**src/rtl/fc_pkg.sv**
```systemverilog
`default_nettype none
// +----------------------------------------------------------------------------+
// | Package  : fc_pkg                                                          |
// | Purpose  : Shared types and helpers for the fully-connected layer engine:  |
// |            FSM state encoding, a minimum-1 clog2 for address widths and    |
// |            the requantise/saturate function applied to each accumulator.  |
// | Revision : 1.0  initial release                                            |
// +----------------------------------------------------------------------------+
package fc_pkg;

   typedef enum logic [2:0] {
      ST_IDLE  = 3'd0,
      ST_BIAS  = 3'd1,
      ST_MAC   = 3'd2,
      ST_DRAIN = 3'd3,
      ST_EMIT  = 3'd4,
      ST_FIN   = 3'd5
   } state_t;

   // Width needed to address n items; never returns 0 so ports stay legal.
   function automatic int clog2(input int n);
      int r;
      r = 0;
      while ((1 << r) < n) r++;
      return (r < 1) ? 1 : r;
   endfunction

   // Arithmetic right shift then clamp: [0, 2^w-1] with relu, else the
   // signed range of a w-bit word. Caller keeps the low w bits.
   function automatic logic signed [63:0] sat_out(input logic signed [63:0] acc,
                                                  input int                 shift,
                                                  input logic               relu,
                                                  input int                 data_w);
      logic signed [63:0] r;
      logic signed [63:0] hi;
      logic signed [63:0] lo;
      r = acc >>> shift;
      if (relu) begin
         hi = (64'sd1 <<< data_w) - 64'sd1;
         lo = 64'sd0;
      end else begin
         hi = (64'sd1 <<< (data_w - 1)) - 64'sd1;
         lo = -(64'sd1 <<< (data_w - 1));
      end
      if (r > hi)      r = hi;
      else if (r < lo) r = lo;
      return r;
   endfunction

endpackage
`default_nettype wire

```
**src/rtl/fc_mac_lane.sv**
```systemverilog
`default_nettype none
// +----------------------------------------------------------------------------+
// | Module   : fc_mac_lane                                                     |
// | Purpose  : One signed MAC lane. A bias return overwrites the accumulator   |
// |            (sign-extended); a product return adds unsigned activation x    |
// |            signed weight at full precision, wrapping at ACC_W.             |
// | Ports    : clk, reset (sync, active-high, clears acc), bias_ld, mac_en,    |
// |            bias / w_data (signed), in_data (unsigned), acc (signed out).   |
// | Revision : 1.0  initial release                                            |
// +----------------------------------------------------------------------------+
module fc_mac_lane #(
   parameter int DATA_W = 8,
   parameter int ACC_W  = 24
) (
   input  logic              clk,
   input  logic              reset,
   input  logic              bias_ld,
   input  logic              mac_en,
   input  logic [DATA_W-1:0] bias,
   input  logic [DATA_W-1:0] in_data,
   input  logic [DATA_W-1:0] w_data,
   output logic [ACC_W-1:0]  acc
);

   logic [ACC_W-1:0]        acc_q;
   logic [ACC_W-1:0]        acc_d;
   logic signed [2*DATA_W:0] prod;

   always_comb begin
      // Zero-extended activation keeps the product sign correct for in >= 128.
      prod  = $signed({1'b0, in_data}) * $signed(w_data);
      acc_d = acc_q;
      if (bias_ld)
         acc_d = ACC_W'($signed(bias));
      else if (mac_en)
         acc_d = acc_q + ACC_W'(prod);
   end

   always_ff @(posedge clk) begin
      if (reset) acc_q <= '0;
      else       acc_q <= acc_d;
   end

   assign acc = acc_q;

endmodule
`default_nettype wire

```
**src/rtl/fc_layer_engine.sv**
```systemverilog
`default_nettype none
// +----------------------------------------------------------------------------+
// | Module   : fc_layer_engine                                                 |
// | Purpose  : Self-sequencing fully-connected layer. Per group of NUM_PARA    |
// |            neurons: read bias, stream NUM_IN input/weight pairs, wait for  |
// |            the last product, then emit requantised results on a            |
// |            valid/ready stream.                                             |
// | Ports    : clk, reset (sync, active-high); start/busy/done handshake;      |
// |            in_*, w_*, b_* memory read ports (fixed RD_LAT latency);        |
// |            out_valid/out_ready/out_idx/out_data result stream.             |
// | Revision : 1.0  initial release                                            |
// +----------------------------------------------------------------------------+
module fc_layer_engine
   import fc_pkg::*;
#(
   parameter int DATA_W    = 8,
   parameter int ACC_W     = 24,
   parameter int NUM_IN    = 84,
   parameter int NUM_OUT   = 10,
   parameter int NUM_PARA  = 2,
   parameter int RD_LAT    = 1,
   parameter int BIAS_BASE = 204,
   parameter int OUT_SHIFT = 0,
   parameter int RELU_EN   = 1,
   parameter int IN_AW     = clog2(NUM_IN),
   parameter int W_AW      = clog2(((NUM_OUT + NUM_PARA - 1) / NUM_PARA) * NUM_IN),
   parameter int B_AW      = clog2(BIAS_BASE + (NUM_OUT + NUM_PARA - 1) / NUM_PARA)
) (
   input  logic                         clk,
   input  logic                         reset,
   input  logic                         start,
   output logic                         busy,
   output logic                         done,
   output logic                         in_re,
   output logic [IN_AW-1:0]             in_addr,
   input  logic [DATA_W-1:0]            in_rdata,
   output logic                         w_re,
   output logic [W_AW-1:0]              w_addr,
   input  logic [NUM_PARA*DATA_W-1:0]   w_rdata,
   output logic                         b_re,
   output logic [B_AW-1:0]              b_addr,
   input  logic [NUM_PARA*DATA_W-1:0]   b_rdata,
   output logic                         out_valid,
   input  logic                         out_ready,
   output logic [clog2(NUM_OUT)-1:0]    out_idx,
   output logic [DATA_W-1:0]            out_data
);

   localparam int G   = (NUM_OUT + NUM_PARA - 1) / NUM_PARA;
   localparam int G_W = clog2(G);
   localparam int K_W = clog2(NUM_PARA);
   localparam int O_W = clog2(NUM_OUT);
   localparam int C_W = clog2(RD_LAT + 1);

   state_t              state_q, state_d;
   logic [G_W-1:0]      g_q, g_d;
   logic [K_W-1:0]      k_q, k_d;
   logic [C_W-1:0]      cnt_q, cnt_d;
   logic                busy_q, busy_d, done_q, done_d;
   logic                in_re_q, in_re_d, w_re_q, w_re_d, b_re_q, b_re_d;
   logic [IN_AW-1:0]    in_addr_q, in_addr_d;
   logic [W_AW-1:0]     w_addr_q, w_addr_d;
   logic [B_AW-1:0]     b_addr_q, b_addr_d;
   logic                out_valid_q, out_valid_d;
   logic [O_W-1:0]      out_idx_q, out_idx_d;
   // Delay lines marking which read is returning this cycle.
   logic [RD_LAT-1:0]   bias_pipe_q, bias_pipe_d, mac_pipe_q, mac_pipe_d;
   logic                last_lane;
   logic [ACC_W-1:0]    lane_acc [NUM_PARA];

   always_comb begin
      state_d     = state_q;
      g_d         = g_q;
      k_d         = k_q;
      cnt_d       = cnt_q;
      busy_d      = busy_q;
      done_d      = 1'b0;
      in_re_d     = 1'b0;
      w_re_d      = 1'b0;
      b_re_d      = 1'b0;
      in_addr_d   = in_addr_q;
      w_addr_d    = w_addr_q;
      b_addr_d    = b_addr_q;
      out_valid_d = 1'b0;
      out_idx_d   = out_idx_q;

      for (int j = RD_LAT - 1; j > 0; j--) begin
         bias_pipe_d[j] = bias_pipe_q[j-1];
         mac_pipe_d[j]  = mac_pipe_q[j-1];
      end
      bias_pipe_d[0] = b_re_q;
      mac_pipe_d[0]  = in_re_q;

      // Phantom lanes past NUM_OUT end the group early.
      last_lane = (k_q == K_W'(NUM_PARA - 1)) || (out_idx_q == O_W'(NUM_OUT - 1));

      unique case (state_q)
         ST_IDLE: begin
            if (start) begin
               state_d  = ST_BIAS;
               g_d      = '0;
               busy_d   = 1'b1;
               b_re_d   = 1'b1;
               b_addr_d = B_AW'(BIAS_BASE);
            end
         end
         ST_BIAS: begin
            state_d   = ST_MAC;
            in_re_d   = 1'b1;
            w_re_d    = 1'b1;
            in_addr_d = '0;
            w_addr_d  = W_AW'(g_q) * W_AW'(NUM_IN);
         end
         ST_MAC: begin
            if (in_addr_q == IN_AW'(NUM_IN - 1)) begin
               state_d = ST_DRAIN;
               cnt_d   = '0;
            end else begin
               in_re_d   = 1'b1;
               w_re_d    = 1'b1;
               in_addr_d = in_addr_q + IN_AW'(1);
               w_addr_d  = w_addr_q + W_AW'(1);
            end
         end
         ST_DRAIN: begin
            if (cnt_q == C_W'(RD_LAT - 1)) begin
               state_d     = ST_EMIT;
               k_d         = '0;
               out_valid_d = 1'b1;
               out_idx_d   = O_W'(g_q) * O_W'(NUM_PARA);
            end else begin
               cnt_d = cnt_q + C_W'(1);
            end
         end
         ST_EMIT: begin
            out_valid_d = 1'b1;
            if (out_ready) begin
               if (last_lane) begin
                  out_valid_d = 1'b0;
                  if (g_q == G_W'(G - 1)) begin
                     state_d = ST_FIN;
                     done_d  = 1'b1;
                     busy_d  = 1'b0;
                  end else begin
                     state_d  = ST_BIAS;
                     g_d      = g_q + G_W'(1);
                     b_re_d   = 1'b1;
                     b_addr_d = B_AW'(BIAS_BASE) + B_AW'(g_q + G_W'(1));
                  end
               end else begin
                  k_d       = k_q + K_W'(1);
                  out_idx_d = out_idx_q + O_W'(1);
               end
            end
         end
         ST_FIN:  state_d = ST_IDLE;
         default: state_d = ST_IDLE;
      endcase
   end

   always_ff @(posedge clk) begin
      if (reset) begin
         state_q     <= ST_IDLE;
         g_q         <= '0;
         k_q         <= '0;
         cnt_q       <= '0;
         busy_q      <= 1'b0;
         done_q      <= 1'b0;
         in_re_q     <= 1'b0;
         w_re_q      <= 1'b0;
         b_re_q      <= 1'b0;
         in_addr_q   <= '0;
         w_addr_q    <= '0;
         b_addr_q    <= '0;
         out_valid_q <= 1'b0;
         out_idx_q   <= '0;
         bias_pipe_q <= '0;
         mac_pipe_q  <= '0;
      end else begin
         state_q     <= state_d;
         g_q         <= g_d;
         k_q         <= k_d;
         cnt_q       <= cnt_d;
         busy_q      <= busy_d;
         done_q      <= done_d;
         in_re_q     <= in_re_d;
         w_re_q      <= w_re_d;
         b_re_q      <= b_re_d;
         in_addr_q   <= in_addr_d;
         w_addr_q    <= w_addr_d;
         b_addr_q    <= b_addr_d;
         out_valid_q <= out_valid_d;
         out_idx_q   <= out_idx_d;
         bias_pipe_q <= bias_pipe_d;
         mac_pipe_q  <= mac_pipe_d;
      end
   end

   for (genvar k = 0; k < NUM_PARA; k++) begin : g_lane
      fc_mac_lane #(
         .DATA_W (DATA_W),
         .ACC_W  (ACC_W)
      ) u_lane (
         .clk     (clk),
         .reset   (reset),
         .bias_ld (bias_pipe_q[RD_LAT-1]),
         .mac_en  (mac_pipe_q[RD_LAT-1]),
         .bias    (b_rdata[k*DATA_W +: DATA_W]),
         .in_data (in_rdata),
         .w_data  (w_rdata[k*DATA_W +: DATA_W]),
         .acc     (lane_acc[k])
      );
   end

   assign busy      = busy_q;
   assign done      = done_q;
   assign in_re     = in_re_q;
   assign in_addr   = in_addr_q;
   assign w_re      = w_re_q;
   assign w_addr    = w_addr_q;
   assign b_re      = b_re_q;
   assign b_addr    = b_addr_q;
   assign out_valid = out_valid_q;
   assign out_idx   = out_idx_q;
   // Accumulators are frozen throughout EMIT, so this stays stable under backpressure.
   assign out_data  = out_valid_q
                    ? DATA_W'(sat_out(64'($signed(lane_acc[k_q])), OUT_SHIFT, RELU_EN != 0, DATA_W))
                    : '0;

endmodule
`default_nettype wire
```
**config.mk**
```make
export PLATFORM = sky130hd
export DESIGN_NAME = fc_layer_engine
export DESIGN_NICKNAME = d
export VERILOG_FILES = /design/src/rtl/fc_pkg.sv /design/src/rtl/fc_mac_lane.sv /design/src/rtl/fc_layer_engine.sv
export SDC_FILE = /design/constraint.sdc
export NUM_CORES = 1
export LEC_CHECK = 0
export ABC_AREA = 1
export CAP_MARGIN = 20
export CORE_MARGIN = 1
export CORE_UTILIZATION = 55
export DETAILED_ROUTE_END_ITERATION = 10
export PLACE_DENSITY = 0.79
export SETUP_SLACK_MARGIN = 0.2
export SYNTH_ARGS = -nofsm -noshare
export SYNTH_HDL_FRONTEND = slang
export SYNTH_SLANG_ARGS = --single-unit
```
**constraint.sdc**
```tcl
create_clock -name clk -period 6.8 [get_ports clk]
set_clock_uncertainty 0.1 [all_clocks]
set_input_delay 1.7 -clock clk [delete_from_list [all_inputs] [get_ports clk]]
set_output_delay 1.7 -clock clk [all_outputs]
set_load 0.03 [all_outputs]
```
==> metrics.md <==
| Metric | Value |
|---|---|
| Placeable Area | `~20000 sq um` |
| Register bit total from synthesis | `86` |
| Die Width | `between 100 and 150 microns` |
| Worst-Skew Late Latency | `approximately 350 ps` |
| Max incr delay on CP | `590 ps` |
| Post-synth top area cell | `ha_1` |
| Wirelength per Cell | `16.3 microns` |
| Tcrit/Tclk final | `0.975` |
| Gr usage total | `0.316` |
| Slew HR | `0.503` |
| Final HPWL from detailed placement | `25300 microns` |
| NetSw | `~3500 uW` |
| Gp weighted congestion | `0.978` |
| Placed cells | `between 2000 and 2500` |
| Min-delay worst type | `flip-flop to flip-flop` |
| Final ANT Viol Nets | `0` |
| Post-route DRC | `0` |
| Hold Fails Final Rpt | `0` |
| Async set-reset flop share out of synthesis | `0` |
| Post-route insts no fill | `2189` |
| Status | `finished clean` |
| Synth cell types | `between 50 and 60` |
| Number of vias per cell | `between 5 and 6` |
| Area added between synthesis and finish | `34.2%` |
| Seq/Total Area, Yosys | `0.152` |
| Synth area leaders | `ha_1 (16%), dfxtp_1 (15%), nand2_1 (14%)` |
| Post-Syn Instances | `approximately 1700` |
| Comb pwr share | `0.806` |
| Die area | `around 21000 sq um` |
| Aggregate routed wire length | `35600 microns` |
| Pre-Repair DR Iteration Count | `6` |
| CTS H-tree depth | `3` |
| Peak fanout along the critical path | `7` |
| Top cell type's share of synthesized area | `0.165` |
| Port bufs | `84` |
| Clk sinks | `between 80 and 90` |
| Antenna cells | `0` |
| Mapped Avg Cell Area | `6.72 sq um` |
| Setup crit start kind | `primary input` |
| First-pass GRT wire length | `approximately 55000 microns` |
| Clk root buf | `clkbuf_16` |
| Reg power frac | `0.121` |
| Vias in the first global route | `roughly 12000` |
| CTS tree | `built` |
| Antenna violations before repair | `1` |
| Worst Hold Margin | `between 300 and 400 ps` |
| RSZ-0062 raised after global routing | `yes` |
| Clk network pwr share | `0.073` |
| Largest net degree at the start of global routing | `55` |
| Peak VDD IR | `0.280 mV` |
| Share of layout cells above drive strength 1 | `0.250` |
| Top-count cell post-synth | `nand2_1` |
| Post-Syn Area | `11300 sq um` |
| Initial cell density of the core | `0.560` |
| Max Buffers Root-to-Sink | `2` |
| CTS buffer count | `9` |
| Crit path DAT | `6730 ps` |
| Leak | `0.00800 uW` |
| Yosys warnings | `0` |
| Worst slew pin tran | `roughly 740 ps` |
| Final setup fails | `0` |
| Max Clk Rate | `~150 MHz` |
| CP cell instances | `buf_2 > nand2_2 > fa_2 > fa_1 > inv_2 > fa_1 > inv_2 > fa_1 > inv_2 > ha_4 > a21oi_2 > nand2_2 > nand3_2 > nand4_1 > nand2_4 > ha_4 > a21o_1 > o21bai_2 > a21oi_2 > nand3_2 > or2_4 > nand3_2 > a21oi_2` |
| Die height | `between 100 and 150 microns` |
| Power Density | `455 nW/um^2` |
| Switching Share | `0.512` |
| Clock-pin slew on the worst setup and hold paths | `about 70 ps` |
| Layout Nets | `between 2000 and 2500` |
| Commonest cells post-synth | `nand2_1 (410), inv_1 (317), ha_1 (149), a21oi_1 (148), nor2_1 (120)` |
| Min cycle time layout | `roughly 6600 ps` |
| Internal | `approximately 3400 uW` |
| WS Path Type | `primary input to flip-flop` |
| Synth Flop Type | `dfxtp_1` |
| WP data required | `roughly 6900 ps` |
| Worst path slowest cell | `fa_1` |
| Via count | `12200` |
| Final Max Slew Viols | `0` |
| CTS Hold Bufs | `0` |
| Post-Syn Nets | `slightly below 2000` |
| Grt ovf | `0` |
| # IOs | `86` |
| Count of flip-flops with a built-in enable after synthesis | `0` |
| Initial DRC count | `847` |
| Endpoint type of the worst setup path | `flip-flop` |
| Cell row count | `52` |
| Max_cap viols | `0` |
==> power groups by stage <==
stage	sequential [uW]	combinational (uW)	clock, uW
floorplan	850	2620	0
global placement	819	4150	0
detailed placement	824	4240	0
CTS	821	4610	509
global route	854	6020	529
finish	836	5580	508
==> state kept, by name, indices dropped and copies added (netlist names) <==
name	cells
g_q	3
b_re	1
g_lane.u_lane.acc	48
out_idx	4
b_addr	4
out_valid	1
state_q	3
w_addr	9
bias_pipe_q	1
k_q	1
in_addr	7
w_re	1
busy	1
mac_pipe_q	1
done	1
==> stage by stage <==
| stage | TNS [ps] | power, uW | cell area [sq um] | setup WS, ps | utilization |
|---|---|---|---|---|---|
| floorplan | 0 | 3470 | 11500 | 172 | - |
| global placement | -12840 | 4970 | 13600 | -680 | 0.670 |
| detailed placement | -15690 | 5070 | 13600 | -734 | 0.670 |
| CTS | 0 | 5940 | 14400 | 189 | 0.710 |
| global route | 0 | 7400 | 15200 | 12.9 | 0.751 |
| finish | 0 | 6920 | 15200 | 170 | 0.751 |
==> area by class of cell <==
type / instances / area [sq um]
Multi-Input combinational cell: 1218 / 9370
Fill cell: 1435 / 5030
Timing Repair Buffer: 274 / 2250
Sequential cell: 86 / 1720
Inverter: 326 / 1230
Tap cell: 270 / 338
Clock buffer: 9 / 225
Clock inverter: 6 / 73.8
==> metal layers <==
layer	GRT usage	up-vias	part of all wire
met5	0	-	0
met4	0.127	0	0.045
met3	0.0549	129	0.076
met2	0.542	506	0.48
met1	0.394	5718	0.40
li1	-	5797	-
==> path summary, 6_finish.rpt <==
check              startpoint  cells past startpoint  slack (ps)                  endpoint
setup / recovery  in_rdata[3]                     23         170  g_lane[0].u_lane.acc[18]
hold / removal           b_re                      2         370               bias_pipe_q
setup reg to reg  bias_pipe_q                      7        3650   g_lane[0].u_lane.acc[6]
hold reg to reg          b_re                      2         370               bias_pipe_q
==> layout by cell type, fill, tap and decap left out, drive strengths merged, types with 13 or more instances in the layout <==
cell type	netlist	routed
a21oi	151	151
a31oi	13	13
buf	13	201
clkbuf	44	19
clkdlybuf4s50	0	59
dfxtp	86	86
fa	76	76
ha	149	149
inv	324	324
nand2	416	417
nand3	81	81
nand4	18	18
nor2	124	124
nor3	14	14
o21ai	62	62
xnor2	18	18
xor2	29	29
==> cell families (layout without fill, tap and decap cells) <==
kind of cell / after synthesis / count (layout) / synth area share
buffers and inverters: 383 / 615 / 0.129
xor gates and xnor gates: 47 / 47 / 0.0363
and+or+nand+nor: 675 / 676 / 0.250
adders and majority gates: 225 / 225 / 0.299
other: 1 / 1 / 0.000331
AOI/OAI and AO/OA: 269 / 269 / 0.133
DFF: 86 / 86 / 0.152
==> worst max-delay path: cells and delay by family <==
family / cells / cell delay [ps]
adders and majority gates: 6 / 2660
and+or+nand+nor: 8 / 1240
AOI/OAI and AO/OA: 5 / 770
buffers and inverters: 4 / 340
==> timing repair <==
item	CTS	global route
pin swaps	60	130
buffers inserted	13	13
gates cloned	1	0
gates resized for setup	131	233
endpoints found under the setup margin	30	29
Note: power is estimated with default switching activity, not from simulation.
